**config.mk**
```make
export PLATFORM = sky130hd
export DESIGN_NAME = mc_core_seq
export DESIGN_NICKNAME = d
export VERILOG_FILES = /design/src/rtl/core_pkg.sv /design/src/rtl/mc_wait_timer.sv /design/src/rtl/mc_core_seq.sv
export SDC_FILE = /design/constraint.sdc
export NUM_CORES = 1
export LEC_CHECK = 0
export CORE_ASPECT_RATIO = 2
export CORE_MARGIN = 2
export CORE_UTILIZATION = 49
export CTS_CLUSTER_SIZE = 12
export DETAILED_ROUTE_END_ITERATION = 8
export PLACE_DENSITY = 0.83
export SYNTH_ARGS = -nofsm -noshare
export SYNTH_HDL_FRONTEND = slang
export SYNTH_SLANG_ARGS = --single-unit
```
**constraint.sdc**
```tcl
create_clock -name i_clk -period 5.85 [get_ports i_clk]
set_input_delay 0.585 -clock i_clk [delete_from_list [all_inputs] [get_ports i_clk]]
set_output_delay 0.585 -clock i_clk [all_outputs]
set_load 0.01 [all_outputs]
```
**src/rtl/core_pkg.sv**
```systemverilog
// -----------------------------------------------------------------------------
// core_pkg
// Shared types and constants for the multi-cycle RV32I sequencer.
//   state_e   : sequencer stage encoding
//   NOP_INSTR : ADDI x0,x0,0; the instruction register holds this value after
//               reset, so the decoder always sees a legal, harmless instruction
//   XLEN_DEF  : default datapath / PC width
// -----------------------------------------------------------------------------
package core_pkg;

    localparam int          XLEN_DEF  = 32;
    localparam logic [31:0] NOP_INSTR = 32'h0000_0013;

    typedef enum logic [2:0] {
        FETCH  = 3'd0,
        DECODE = 3'd1,
        EXEC   = 3'd2,
        MEM    = 3'd3,
        WB     = 3'd4,
        ERR    = 3'd5
    } state_e;

endpackage

```
**src/rtl/mc_wait_timer.sv**
```systemverilog
// -----------------------------------------------------------------------------
// mc_wait_timer
// Counts cycles in which a memory request is outstanding without an ack and
// flags expiry on the cycle that would bring the count to MAX_WAIT.
// Ports:
//   i_clk    : clock
//   i_rst_n  : asynchronous active-low reset
//   i_clr    : clear the count (sequencer is changing state)
//   i_wait   : request high and ack low this cycle
//   o_expire : this wait cycle is the MAX_WAIT-th one without an ack
// -----------------------------------------------------------------------------
module mc_wait_timer #(
    parameter int MAX_WAIT = 255
) (
    input  logic i_clk,
    input  logic i_rst_n,
    input  logic i_clr,
    input  logic i_wait,
    output logic o_expire
);

    // Only values 0..MAX_WAIT-1 are ever held: reaching MAX_WAIT forces a state
    // change, which clears the count.
    localparam int CW = (MAX_WAIT < 2) ? 1 : $clog2(MAX_WAIT);
    localparam logic [CW-1:0] LIMIT = CW'(MAX_WAIT - 1);

    logic [CW-1:0] cnt_q;

    always_ff @(posedge i_clk or negedge i_rst_n) begin
        if (!i_rst_n) begin
            cnt_q <= '0;
        end else if (i_clr) begin
            cnt_q <= '0;
        end else if (i_wait) begin
            cnt_q <= cnt_q + CW'(1);
        end
    end

    assign o_expire = i_wait & (cnt_q == LIMIT);

endmodule

```
**src/rtl/mc_core_seq.sv**
```systemverilog
// -----------------------------------------------------------------------------
// mc_core_seq
// Multi-cycle execution sequencer for the RV32I core. Owns the PC, the
// instruction register and the stage FSM, runs the req/ack handshakes with the
// instruction and data memories, gates the regfile write to the WB stage and
// publishes registered retire information.
//
// Stage flow: FETCH -> DECODE -> EXEC -> [MEM for legal loads/stores] -> WB
// -> FETCH. A memory request that waits MAX_WAIT cycles without an ack sends
// the sequencer to ERR, which only reset leaves.
//
// Optional feature (macro MC_SEQ_MISALIGN_TRAP_EN):
//   defined     : a taken target with addr[1:0]!=0 in WB goes to ERR, sets the
//                 sticky o_misalign output and suppresses the write/retire.
//   not defined : target bits [1:0] are forced to zero, no o_misalign port.
//
// Ports:
//   i_clk, i_rst_n             clock, asynchronous active-low reset
//   o_imem_req/o_imem_addr     fetch request and address (= o_pc)
//   i_imem_ack/i_imem_rdata    fetch completion and instruction word
//   o_instr                    instruction register to the decoder
//   i_insn_vld_dec, i_is_load, i_is_store, i_rd_wren_dec, i_pc_sel
//                              decoder outputs for the current IR
//   i_alu_data                 branch/jump target or ALU result
//   o_dmem_req/o_dmem_we       data access request, 1=store
//   i_dmem_ack                 data access completion
//   o_rd_wren                  regfile write enable (WB only)
//   o_pc/o_pc_four             current PC and PC+4
//   o_pc_debug/o_insn_vld      PC of the last retired insn, legal-retire pulse
//   o_retire_cnt               retired instruction count (wraps)
//   o_timeout                  sticky memory timeout flag
// -----------------------------------------------------------------------------
module mc_core_seq
    import core_pkg::*;
#(
    parameter int              XLEN     = XLEN_DEF,
    parameter logic [XLEN-1:0] RESET_PC = '0,
    parameter int              MAX_WAIT = 255,
    parameter int              CNT_W    = 32
) (
    input  logic             i_clk,
    input  logic             i_rst_n,
    output logic             o_imem_req,
    output logic [XLEN-1:0]  o_imem_addr,
    input  logic             i_imem_ack,
    input  logic [31:0]      i_imem_rdata,
    output logic [31:0]      o_instr,
    input  logic             i_insn_vld_dec,
    input  logic             i_is_load,
    input  logic             i_is_store,
    input  logic             i_rd_wren_dec,
    input  logic             i_pc_sel,
    input  logic [XLEN-1:0]  i_alu_data,
    output logic             o_dmem_req,
    output logic             o_dmem_we,
    input  logic             i_dmem_ack,
    output logic             o_rd_wren,
    output logic [XLEN-1:0]  o_pc,
    output logic [XLEN-1:0]  o_pc_four,
    output logic [XLEN-1:0]  o_pc_debug,
    output logic             o_insn_vld,
    output logic [CNT_W-1:0] o_retire_cnt,
`ifdef MC_SEQ_MISALIGN_TRAP_EN
    output logic             o_misalign,
`endif
    output logic             o_timeout
);

    state_e          state_q, state_d;
    logic [XLEN-1:0] pc_q;
    logic [31:0]     ir_q;

    logic            ir_load;
    logic            pc_load;
    logic            retire;
    logic            wait_en;
    logic            expire;
    logic            state_chg;
    logic            trap;
    logic            take_tgt;

    logic [XLEN-1:0] pc_debug_p1;
    logic            vld_p1;
    logic [CNT_W-1:0] retire_cnt_p1;
    logic            timeout_q;

    // Taken targets are word aligned by dropping the low two bits; the
    // sequential path wraps naturally at 2^XLEN.
    function automatic logic [XLEN-1:0] next_pc(
        input logic            take,
        input logic [XLEN-1:0] pc,
        input logic [XLEN-1:0] tgt
    );
        return take ? (tgt & ~XLEN'(3)) : (pc + XLEN'(4));
    endfunction

    // An illegal instruction never redirects, whatever the decoder's pc_sel says.
    assign take_tgt = i_pc_sel & i_insn_vld_dec;

`ifdef MC_SEQ_MISALIGN_TRAP_EN
    assign trap = (state_q == WB) & take_tgt & (|i_alu_data[1:0]);
`else
    assign trap = 1'b0;
`endif

    // Only FETCH and MEM have a request outstanding, so only they can wait.
    assign wait_en   = ((state_q == FETCH) & ~i_imem_ack) |
                       ((state_q == MEM)   & ~i_dmem_ack);
    assign state_chg = (state_d != state_q);

    mc_wait_timer #(
        .MAX_WAIT (MAX_WAIT)
    ) u_wait_timer (
        .i_clk    (i_clk),
        .i_rst_n  (i_rst_n),
        .i_clr    (state_chg),
        .i_wait   (wait_en),
        .o_expire (expire)
    );

    // Next-state and stage outputs. Requests are also gated by i_rst_n so they
    // drop the instant reset is asserted, not at the next edge.
    always_comb begin
        state_d    = state_q;
        o_imem_req = 1'b0;
        o_dmem_req = 1'b0;
        o_dmem_we  = 1'b0;
        o_rd_wren  = 1'b0;
        ir_load    = 1'b0;
        pc_load    = 1'b0;
        retire     = 1'b0;

        case (state_q)
            FETCH: begin
                o_imem_req = i_rst_n;
                if (i_imem_ack) begin
                    ir_load = 1'b1;
                    state_d = DECODE;
                end else if (expire) begin
                    state_d = ERR;
                end
            end
            DECODE: state_d = EXEC;
            EXEC: begin
                if ((i_is_load | i_is_store) & i_insn_vld_dec) begin
                    state_d = MEM;
                end else begin
                    state_d = WB;
                end
            end
            MEM: begin
                o_dmem_req = i_rst_n;
                o_dmem_we  = i_rst_n & i_is_store;
                if (i_dmem_ack) begin
                    state_d = WB;
                end else if (expire) begin
                    state_d = ERR;
                end
            end
            WB: begin
                if (trap) begin
                    state_d = ERR;
                end else begin
                    o_rd_wren = i_rst_n & i_rd_wren_dec & i_insn_vld_dec;
                    pc_load   = 1'b1;
                    retire    = 1'b1;
                    state_d   = FETCH;
                end
            end
            ERR:     state_d = ERR;
            default: state_d = ERR;
        endcase
    end

    // Stage register: FSM state, PC and instruction register
    always_ff @(posedge i_clk or negedge i_rst_n) begin
        if (!i_rst_n) begin
            state_q <= FETCH;
            pc_q    <= RESET_PC;
            ir_q    <= NOP_INSTR;
        end else begin
            state_q <= state_d;
            if (ir_load) begin
                ir_q <= i_imem_rdata;
            end
            if (pc_load) begin
                pc_q <= next_pc(take_tgt, pc_q, i_alu_data);
            end
        end
    end

    // Retire stage: one cycle behind WB
    always_ff @(posedge i_clk or negedge i_rst_n) begin
        if (!i_rst_n) begin
            pc_debug_p1   <= '0;
            vld_p1        <= 1'b0;
            retire_cnt_p1 <= '0;
            timeout_q     <= 1'b0;
        end else begin
            vld_p1 <= retire & i_insn_vld_dec;
            if (retire) begin
                pc_debug_p1   <= pc_q;
                retire_cnt_p1 <= retire_cnt_p1 + CNT_W'(1);
            end
            if (expire) begin
                timeout_q <= 1'b1;
            end
        end
    end

`ifdef MC_SEQ_MISALIGN_TRAP_EN
    logic misalign_q;

    always_ff @(posedge i_clk or negedge i_rst_n) begin
        if (!i_rst_n) begin
            misalign_q <= 1'b0;
        end else if (trap) begin
            misalign_q <= 1'b1;
        end
    end

    assign o_misalign = misalign_q;
`endif

    assign o_pc         = pc_q;
    assign o_imem_addr  = pc_q;
    assign o_pc_four    = pc_q + XLEN'(4);
    assign o_instr      = ir_q;
    assign o_pc_debug   = pc_debug_p1;
    assign o_insn_vld   = vld_p1;
    assign o_retire_cnt = retire_cnt_p1;
    assign o_timeout    = timeout_q;

endmodule
```
==> flow_summary.ini, run 1 <==
[worst_setup_path]
required_ns = 5.27
crit_path_end_kind = primary output
path_max_fanout = 9
cp.arrival_ns = 3.19
critPathLaunchType = flop
path_class = flop to primary output

[placed_design]
placed_cell_area_um2 = 9754
dp_hpwl_um = 16170
place.gp.congestion = 0.8421
place_inst = 1140
place.port_buffers = 260

[clock_network]
post_cts_buffers = 0
cts.sinks = 137
clk_pin_slew_ns = 0.06
cts_hold_buf = 0
root_buffer = clkbuf_16
cts-buffers-inserted = 17
clock_latency_ns = 0.43
cts_max_level = 4
max-clock-path-buffers = 2
cts_resized = 0
cts_tree = built

[global_route]
grtUsageTotal_pct = 28.13
grt.overflow.total = 0
grt_max_degree = 83
grt_pass1_wl_um = 35290
grt_pass1_vias = 6430
antenna_found_initial = 0

[layout]
diodes = 0
fin_nets = 1041
drive_gt1_share_pct = 10.13
finalNonFillerCells = 1172
stdcell_area_um2 = 10300
areaGrowthSynthToFinish_pct = 40.21
num-fill-cells = 1138

[detailed_routing]
firstDrtPassIters = 5
vias = 6543
dr.first_iter.drc_count = 501
wl_per_cell_um = 19.44
route.detailed.drc = 0
avgViaCountPerCell = 5.583
wl_um = 22790
ant_nets = 0

[sta]
slew_headroom_pct = 30.54
finalHoldViolCount = 0
period_needed_ns = 3.780
max_freq_ghz = 0.2646
post-route-period-util_pct = 64.61
tns_ns = 0
grt_setup_unrepaired = no
whs_ns = 0.02602
report.final.slew_viol_count = 0
setup_viol = 0
worst_pin_slew_ns = 1.039
skew_ns = 0.01218

[synth]
yosysSeqAreaShare_pct = 46.70
ys_seq_elements = 137
synth_cell_types = 62
avgSynthCellArea_um2 = 9.645
yosysTopAreaCellShare_pct = 45.62
synthCells = 762
synth-edff-count = 0
yosysTopAreaCell = dfrtp_1
synth_area_leaders = dfrtp_1 (46%), nand2_1 (5.9%), xnor2_1 (5.0%)
ys.flop_type = dfrtp_1
yosysWarningCount = 0
syn_area_um2 = 7350
async_reset_ff_share_pct = 100.0

[power]
clkPwrFrac_pct = 20.8
intPower_mw = 3.021
power_mw = 4.839
switching_share_pct = 37.57
power_switching_mw = 1.818
pwr-share-comb_pct = 45.2
power_frac_seq_pct = 34.0
leakagePower_nw = 4.268
powerDensity_nw_per_um2 = 469.5
ir_drop_mv = 0.3655

[die]
rows = 63
core_area_um2 = 14740
die_x_um = 90.60
io_pins = 271
die_y_um = 177.2
dieArea_um2 = 16050
start_util_pct = 49.86

[run_status]
status = finished, final reports clean

[hold_path]
worstHoldPathType = input port to async pin

[run]
max_cap_violations = 0
==> power by group through the flow <==
stage	Sequential, mW	Clock (mW)	Combinational (mW)
5_1_grt	1.70	1.05	2.34
3_3_place_gp	1.64	0	2.14
6_report	1.64	1.01	2.19
4_1_cts	1.64	1.02	2.21
3_5_place_dp	1.66	0	2.18
2_1_floorplan	1.65	0	1.06
==> critical path, cell delays in order (launching register included) <==
cell and delay [ns]:
dfrtp_1 0.54, ha_1 0.31, nand3_1 0.32, or4_1 0.53, or2_2 0.32, xnor2_1 0.14, clkdlybuf4s50_1 0.61
==> flip-flops by register name, indices dropped and copies added (netlist names) <==
signal and cells:
u_wait_timer.cnt_q 8, o_retire_cnt 32, o_imem_addr 30, o_instr 32
state_q 3, o_timeout 1, o_insn_vld 1, o_pc_debug 30
==> synthesized netlist by cell type, types with 3 or more instances <==
master	count
o22ai_1	3
nor4_2	3
clkbuf_1	30
nand4_1	19
o311ai_0	3
a2111oi_2	3
or4_1	5
a211oi_1	4
dfrtp_1	134
buf_4	39
xor2_1	23
buf_1	3
o2bb2ai_1	4
or2_2	6
a22oi_1	5
nor2_1	31
nor3_2	3
ha_1	4
dfstp_2	3
or3_1	15
o21ai_0	25
nor3_1	33
mux2_2	32
inv_1	23
nand3_1	28
xnor2_1	42
and2_1	3
buf_2	14
a31oi_1	5
nor4_1	3
nand2_1	116
and3_1	19
a21oi_1	22
o211ai_1	16
and4_1	6
==> per-stage QoR <==
stage | utilization, % | setup WS, ns
finish | 69.91 | 2.070
global route | 69.91 | 1.917
CTS | 69.91 | 2.013
detailed placement | 66.17 | 2.463
global placement | 66.17 | 2.490
floorplan | - | 3.343
==> kinds of logic after synthesis <==
family | after synthesis | synth area share (%)
and+or+nand+nor | 304 | 21.72
DFF | 137 | 46.70
buffers and inverters | 111 | 8.103
AOI/OAI and AO/OA | 108 | 10.10
xor gates and xnor gates | 65 | 7.746
muxes | 32 | 4.903
adders and majority gates | 4 | 0.6810
other | 1 | 0.05102
==> layout make-up <==
type	count	area, µm²	share of cell area [%]
clock buffers	21	460.4	4.468
multi-input cells	521	3358	32.59
flip-flops and latches	137	3432	33.30
well taps	195	244.0	2.368
clock inverters	11	90.09	0.8742
inverters	23	86.33	0.8378
repair buffers	264	2634	25.56
==> layout by cell type (no fill, tap or decap), types with 5 or more instances in the layout <==
| cell | n |
|---|---|
| or3_1 | 15 |
| clkdlybuf4s50_1 | 259 |
| mux2_2 | 32 |
| nor3_1 | 33 |
| xnor2_1 | 42 |
| inv_1 | 23 |
| and3_1 | 19 |
| or2_2 | 6 |
| a31oi_1 | 5 |
| conb_1 | 8 |
| a22oi_1 | 5 |
| and4_1 | 6 |
| or4_1 | 5 |
| o211ai_1 | 16 |
| nand2_1 | 116 |
| a21oi_1 | 22 |
| nand4_1 | 19 |
| clkbuf_16 | 17 |
| nand3_1 | 28 |
| nor2_1 | 31 |
| xor2_1 | 23 |
| dfrtp_1 | 134 |
| o21ai_0 | 25 |
==> path summary, 6_finish.rpt <==
check                          startpoint          endpoint  slack [ns]  cells past startpoint
min in group i_clk              o_timeout         o_timeout        0.46                      1
max in group asynchronous         i_rst_n       o_instr[14]        4.76                      2
setup / recovery           o_imem_addr[2]     o_pc_four[24]        2.07                      6
hold reg to reg                 o_timeout         o_timeout        0.46                      1
setup reg to reg               state_q[2]  o_retire_cnt[12]        3.19                      5
hold / removal                    i_rst_n    o_pc_debug[17]        0.03                      1
==> layer usage <==
metal	share of wire (%)	wire length (µm)	GRT usage, %
met3	5.4	1238	4.813
met4	3.9	888	13.33
met5	0	0	0
met1	36	8119	31.24
met2	55	12540	51.59
(Power assumes the default switching activity.)
==> run 2, diff against run 1 <==
CORE_UTILIZATION = 45   (was 49)
PLACE_DENSITY = 0.77   (was 0.83)
clock period = 3.75 ns   (was 5.85 ns; I/O delays follow)
==> run 2 against run 1 <==
Net effect: register-to-register slack got worse by 2.0 ns; combinational power increased by 53%; clock skew down 0.0014 ns; highest routed layer unchanged; critical endpoint unchanged; largest power group unchanged; core utilization fell by 5.6 points; first-iteration DRC count fell by 48%; sequential power up 55%; worst hold slack better by 0.44 ns; critical path type unchanged.
==> flow_summary.ini, run 2 (synthesis results as in run 1) <==
[layout]
num-fill-cells = 1343
final_cell_mix = clkdlybuf4s50_1 (259), dfrtp_1 (134), nand2_1 (116)
drive_gt1_share_pct = 10.33
diodes = 0
final_common_cell = clkdlybuf4s50_1
areaGrowthSynthToFinish_pct = 40.94
multi_input_area_um2 = 3358
regArea_um2 = 3432
fin_nets = 1042

[die]
core_area_um2 = 16100
die_x_um = 94.37
rows = 66
dieArea_um2 = 17430
die_y_um = 184.7
start_util_pct = 45.64
io_pins = 271

[sta]
max_freq_ghz = 0.2866
worst_pin_slew_ns = 1.054
tns_ns = 0
grt_setup_unrepaired = no
period_needed_ns = 3.489
slew_headroom_pct = 29.72
finalHoldViolCount = 0
post-route-period-util_pct = 93.04
setup_viol = 0
report.final.slew_viol_count = 0
whs_ns = 0.4648
skew_ns = 0.01082

[power]
leakagePower_nw = 4.288
power_frac_seq_pct = 33.7
pwr-share-comb_pct = 44.2
ir_drop_mv = 0.4341
switching_share_pct = 36.95
power_switching_mw = 2.789
intPower_mw = 4.758
power_mw = 7.546
clkPwrFrac_pct = 22.1
powerDensity_nw_per_um2 = 728.5

[global_route]
grt_max_degree = 85
grt_pass1_wl_um = 32050
grt.overflow.total = 0
grt_pass1_vias = 6269
antenna_found_initial = 0
grtUsageTotal_pct = 23.09

[hold_path]
worstHoldPathType = flop to flop
holdPathStages = 1
worstHoldEndpoint = o_timeout
hold_start = o_timeout

[detailed_routing]
wl_um = 19960
avgViaCountPerCell = 5.423
dr.first_iter.drc_count = 263
vias = 6410
wl_per_cell_um = 16.89
ant_nets = 0
route.detailed.drc = 0
firstDrtPassIters = 4

[clock_network]
clk_pin_slew_ns = 0.06
clock_latency_ns = 0.42
cts-buffers-inserted = 17
cts.sinks = 137
cts_tree = built
cts_resized = 0
cts_max_level = 4
max-clock-path-buffers = 2
root_buffer = clkbuf_16

[placed_design]
dp_hpwl_um = 13860
place.port_buffers = 260
place.gp.congestion = 0.8035

[worst_setup_path]
cp.arrival_ns = 3.11
r2r-end = o_retire_cnt[12]
crit_path_end_kind = primary output
r2r_cells = 5
path_max_fanout = 9
required_ns = 3.38
rr_startpoint = state_q[2]
critPathLaunchType = flop
path_class = flop to primary output
reg2reg_slack_ns = 1.18

[run_status]
status = finished, final reports clean

[run]
max_cap_violations = 0
run 2: how the worst max path moves through the flow:
stage | from | slack (ns) | endpoint | cells after the start
final | o_imem_addr[2] | 0.26 | o_pc_four[24] | 6
after global routing | o_imem_addr[15] | 0.05 | o_pc_four[25] | 5
after detailed placement | o_imem_addr[2] | 0.72 | o_pc_four[24] | 6
after global placement | o_imem_addr[2] | 0.76 | o_pc_four[24] | 6
after floorplan | o_imem_addr[2] | 1.45 | o_pc_four[24] | 5
after CTS | o_imem_addr[15] | 0.26 | o_pc_four[22] | 5
run 2: stage by stage:
step                setup WS [ns]  area, µm²  std cells  util, %
floorplan                   1.453       7376        769        -
global placement           0.7640       9766       1149    60.64
detailed placement         0.7199       9766       1149    60.64
CTS                        0.2602      10360       1182    64.33
global route              0.04714      10360       1182    64.33
finish                     0.2610      10360       1182    64.33
run 2: critical path, stage by stage (launching register included):
cell and delay [ns]:
dfrtp_1 0.53, ha_1 0.29, nand3_1 0.32, or4_1 0.53, or2_2 0.31, xnor2_1 0.14
clkdlybuf4s50_1 0.57
run 2: repair_timing:
| action | in CTS | in global routing |
|---|---|---|
| hold buffers | 1 | 0 |
| setup buffers | 0 | 0 |
| endpoints found under the hold margin | 53 | 0 |
run 2: final cells by class:
cell class                 instances  share of cell area, %
sequential                       137                  33.13
multi-input combinational        521                  32.42
timing repair buffer             265                  25.52
clock buffer                      17                  4.107
tap                              204                  2.464
clock inverter                    15                  1.522
inverter                          23                 0.8334
run 2: power by group through the flow:
stage	Combinational (mW)	Clock, mW	Sequential [mW]
floorplan	1.65	0	2.58
global placement	3.30	0	2.53
detailed placement	3.35	0	2.56
CTS	3.37	1.70	2.54
global route	3.62	1.77	2.63
finish	3.34	1.67	2.54
run 2: per-layer routing:
| metal | vias to the layer above | share of wire [%] | track usage (%) | wire length (µm) |
|---|---|---|---|---|
| met1 | 3109 | 43 | 30.32 | 8491 |
| met4 | 0 | 1.8 | 8.174 | 367 |
| met2 | 251 | 48 | 36.89 | 9625 |
| met5 | - | 0 | 0 | 0 |
| met3 | 25 | 7.4 | 5.805 | 1477 |
| li1 | 3025 | - | - | - |
==> run 3, diff against run 2 <==
ABC_AREA = 1   (was unset)
CORE_UTILIZATION = 46   (was 45)
PLACE_DENSITY = 0.78   (was 0.77)
==> run 3 against run 2 <==
Net effect: sequential power shrank 40%; via count grew 13%; final cell count grew 18%; synthesized cell count grew 24%; sequential share of layout area shrank 1.3 points; global-route usage grew 6.0 points; clock-buffer cell count grew 1; combinational power shrank 93%; die area grew 1.9%; first-iteration DRC count grew 34%; wire length grew 27%; critical path type unchanged; largest cell class is now multi-input gates; largest power group is now clock.
==> flow_summary.ini, run 3 <==
[synth]
synthCells = 944
syn_area_um2 = 7659
synth_cell_types = 41
avgSynthCellArea_um2 = 8.113
yosysTopAreaCellShare_pct = 43.78
ys_seq_elements = 137
yosysWarningCount = 0
synth-edff-count = 0
yosysTopAreaCell = dfrtp_1
synth_top_family_by_area = simple AND/OR/NAND/NOR gates
synth-simple-area-share_pct = 30.37
synth_fa_ha_area_share_pct = 0.6535
synthXorXnorAreaFrac_pct = 4.885
synth_compound_area_share_pct = 5.277
async_reset_ff_share_pct = 100.0
synth_mux_area_share_pct = 4.836
synth_area_leaders = dfrtp_1 (44%), nand2_1 (13%), nor2_1 (5.7%)
yosysSeqAreaShare_pct = 44.81
ys.flop_type = dfrtp_1
post-synth-top-count-cell = nand2_1
synthTopCellsByCount = nand2_1 (272), dfrtp_1 (134), nor2_1 (117), inv_1 (76), nand3_1 (53)

[die]
rows = 66
io_pins = 271
die_x_um = 95.24
start_util_pct = 47.08
dieArea_um2 = 17760
core_area_um2 = 16270
die_y_um = 186.5

[sta]
slew_headroom_pct = 37.40
max_freq_ghz = 0.3175
report.final.slew_viol_count = 0
setup_viol = 0
worst_pin_slew_ns = 0.9368
post-route-period-util_pct = 83.98
grt_setup_unrepaired = no
whs_ns = 0.4377
finalHoldViolCount = 0
skew_ns = 0.004326
tns_ns = 0
period_needed_ns = 3.149

[power]
intPower_mw = 2.610
leakagePower_nw = 5.074
pwr-share-comb_pct = 6.9
ir_drop_mv = 0.3152
power_mw = 3.401
power_switching_mw = 0.7912
clkPwrFrac_pct = 48.5
switching_share_pct = 23.26
powerDensity_nw_per_um2 = 315.2
power_frac_seq_pct = 44.6

[detailed_routing]
wl_per_cell_um = 18.12
wl_um = 25260
dr.first_iter.drc_count = 352
avgViaCountPerCell = 5.209
route.detailed.drc = 0
firstDrtPassIters = 5
vias = 7261
ant_nets = 0

[layout]
fin_nets = 1254
final_common_cell = nand2_1
areaGrowthSynthToFinish_pct = 40.89
stdcell_area_um2 = 10790
final_cell_mix = nand2_1 (272), clkdlybuf4s50_1 (259), dfrtp_1 (134)
drive_gt1_share_pct = 9.664
num-fill-cells = 1353
diodes = 0

[placed_design]
place.port_buffers = 260
dp_hpwl_um = 19460
placed_cell_area_um2 = 10200
place.gp.congestion = 0.9402

[worst_setup_path]
crit_path_end_kind = primary output
reg2reg_slack_ns = 1.52
cp.arrival_ns = 2.77
rr_startpoint = state_q[1]
r2r_cells = 8
required_ns = 3.38
critPathLaunchType = flop
path_class = flop to primary output
r2r-end = u_wait_timer.cnt_q[3]
path_max_fanout = 8

[hold_path]
worstHoldPathType = input port to async pin

[global_route]
grt_max_degree = 67
grt.overflow.total = 0
grt_pass1_wl_um = 38740
grtUsageTotal_pct = 29.09
grt_pass1_vias = 7232
antenna_found_initial = 0

[run]
max_cap_violations = 0

[clock_network]
cts-buffers-inserted = 17
clock_latency_ns = 0.43
max-clock-path-buffers = 2
cts_max_level = 4
cts_tree = built
root_buffer = clkbuf_16
clk_pin_slew_ns = 0.06
cts.sinks = 137

[run_status]
status = finished, final reports clean
==> run 3: cell types whose count changed after synthesis, sizes merged, moves of 17 or more <==
cell / delta
inv: +57
nand2: +165
a21oi: -17
o21ai: +30
nand3: +29
xnor2: -35
and3: -18
clkbuf: -19
nor2: +97
==> run 3: area by class of cell <==
class	instances	area [µm²]	area share, %
inverters	81	304.0	2.818
multi-input cells	672	3555	32.94
flip-flops and latches	137	3432	31.81
clock inverters	14	148.9	1.380
repair buffers	268	2666	24.71
clock buffers	18	429.2	3.977
well taps	204	255.2	2.366
==> run 3: cell families (layout without fill, tap and decap cells) <==
family                     after synthesis  in the layout
muxes                                   33             33
xor gates and xnor gates                41             41
AOI/OAI and AO/OA                       75             75
and+or+nand+nor                        511            511
adders and majority gates                4              4
DFF                                    137            137
buffers and inverters                  142            381
other                                    1              8
==> run 3: metal layers <==
| layer | vias to the layer above | GRT usage (%) | wire length [µm] |
|---|---|---|---|
| met5 | - | 0 | 0 |
| met4 | 0 | 19.12 | 1775 |
| met3 | 98 | 7.469 | 1864 |
| met2 | 333 | 52.74 | 13600 |
| met1 | 3402 | 27.46 | 8019 |
| li1 | 3428 | - | - |
==> run 3: power by group through the flow <==
stage	combinational, mW	sequential, mW	clock (mW)
floorplan	0.0631	1.55	0
finish	0.235	1.52	1.65
CTS	0.239	1.52	1.68
detailed placement	0.236	1.54	0
global placement	0.233	1.54	0
global route	0.255	1.52	1.74
==> run 3: metrics by stage <==
step                      utilization [%]  setup slack (ns)  instances
after detailed placement            62.71             1.088       1361
after floorplan                         -             1.835        951
after global placement              62.71             1.090       1361
after global routing                66.33            0.4010       1394
after CTS                           66.33            0.6006       1394
final                               66.33            0.6009       1394
==> run 3: worst max-delay path by stage <==
stage                         startpoint       endpoint  slack (ns)  depth (start not counted)
final                     o_imem_addr[2]  o_pc_four[12]        0.60                          7
after global routing      o_imem_addr[2]  o_pc_four[12]        0.40                          7
after CTS                 o_imem_addr[2]  o_pc_four[12]        0.60                          7
after detailed placement  o_imem_addr[2]  o_pc_four[12]        1.09                          7
after global placement    o_imem_addr[2]  o_pc_four[12]        1.09                          7
after floorplan           o_imem_addr[2]  o_pc_four[12]        1.84                          5
==> run 3: worst max-delay path: stages (launching register included) <==
cell and delay (ns):
dfrtp_1 0.57, ha_1 0.40, nand3_4 0.16, nor3_4 0.35
nand2_1 0.09, nand2_1 0.08, and2_1 0.14, clkdlybuf4s50_1 0.57
==> run 3: what timing repair did <==
action,CTS,global route
hold buffers,1,0
hold endpoints to repair,42,0
gates resized for setup,0,0
setup buffers,0,0
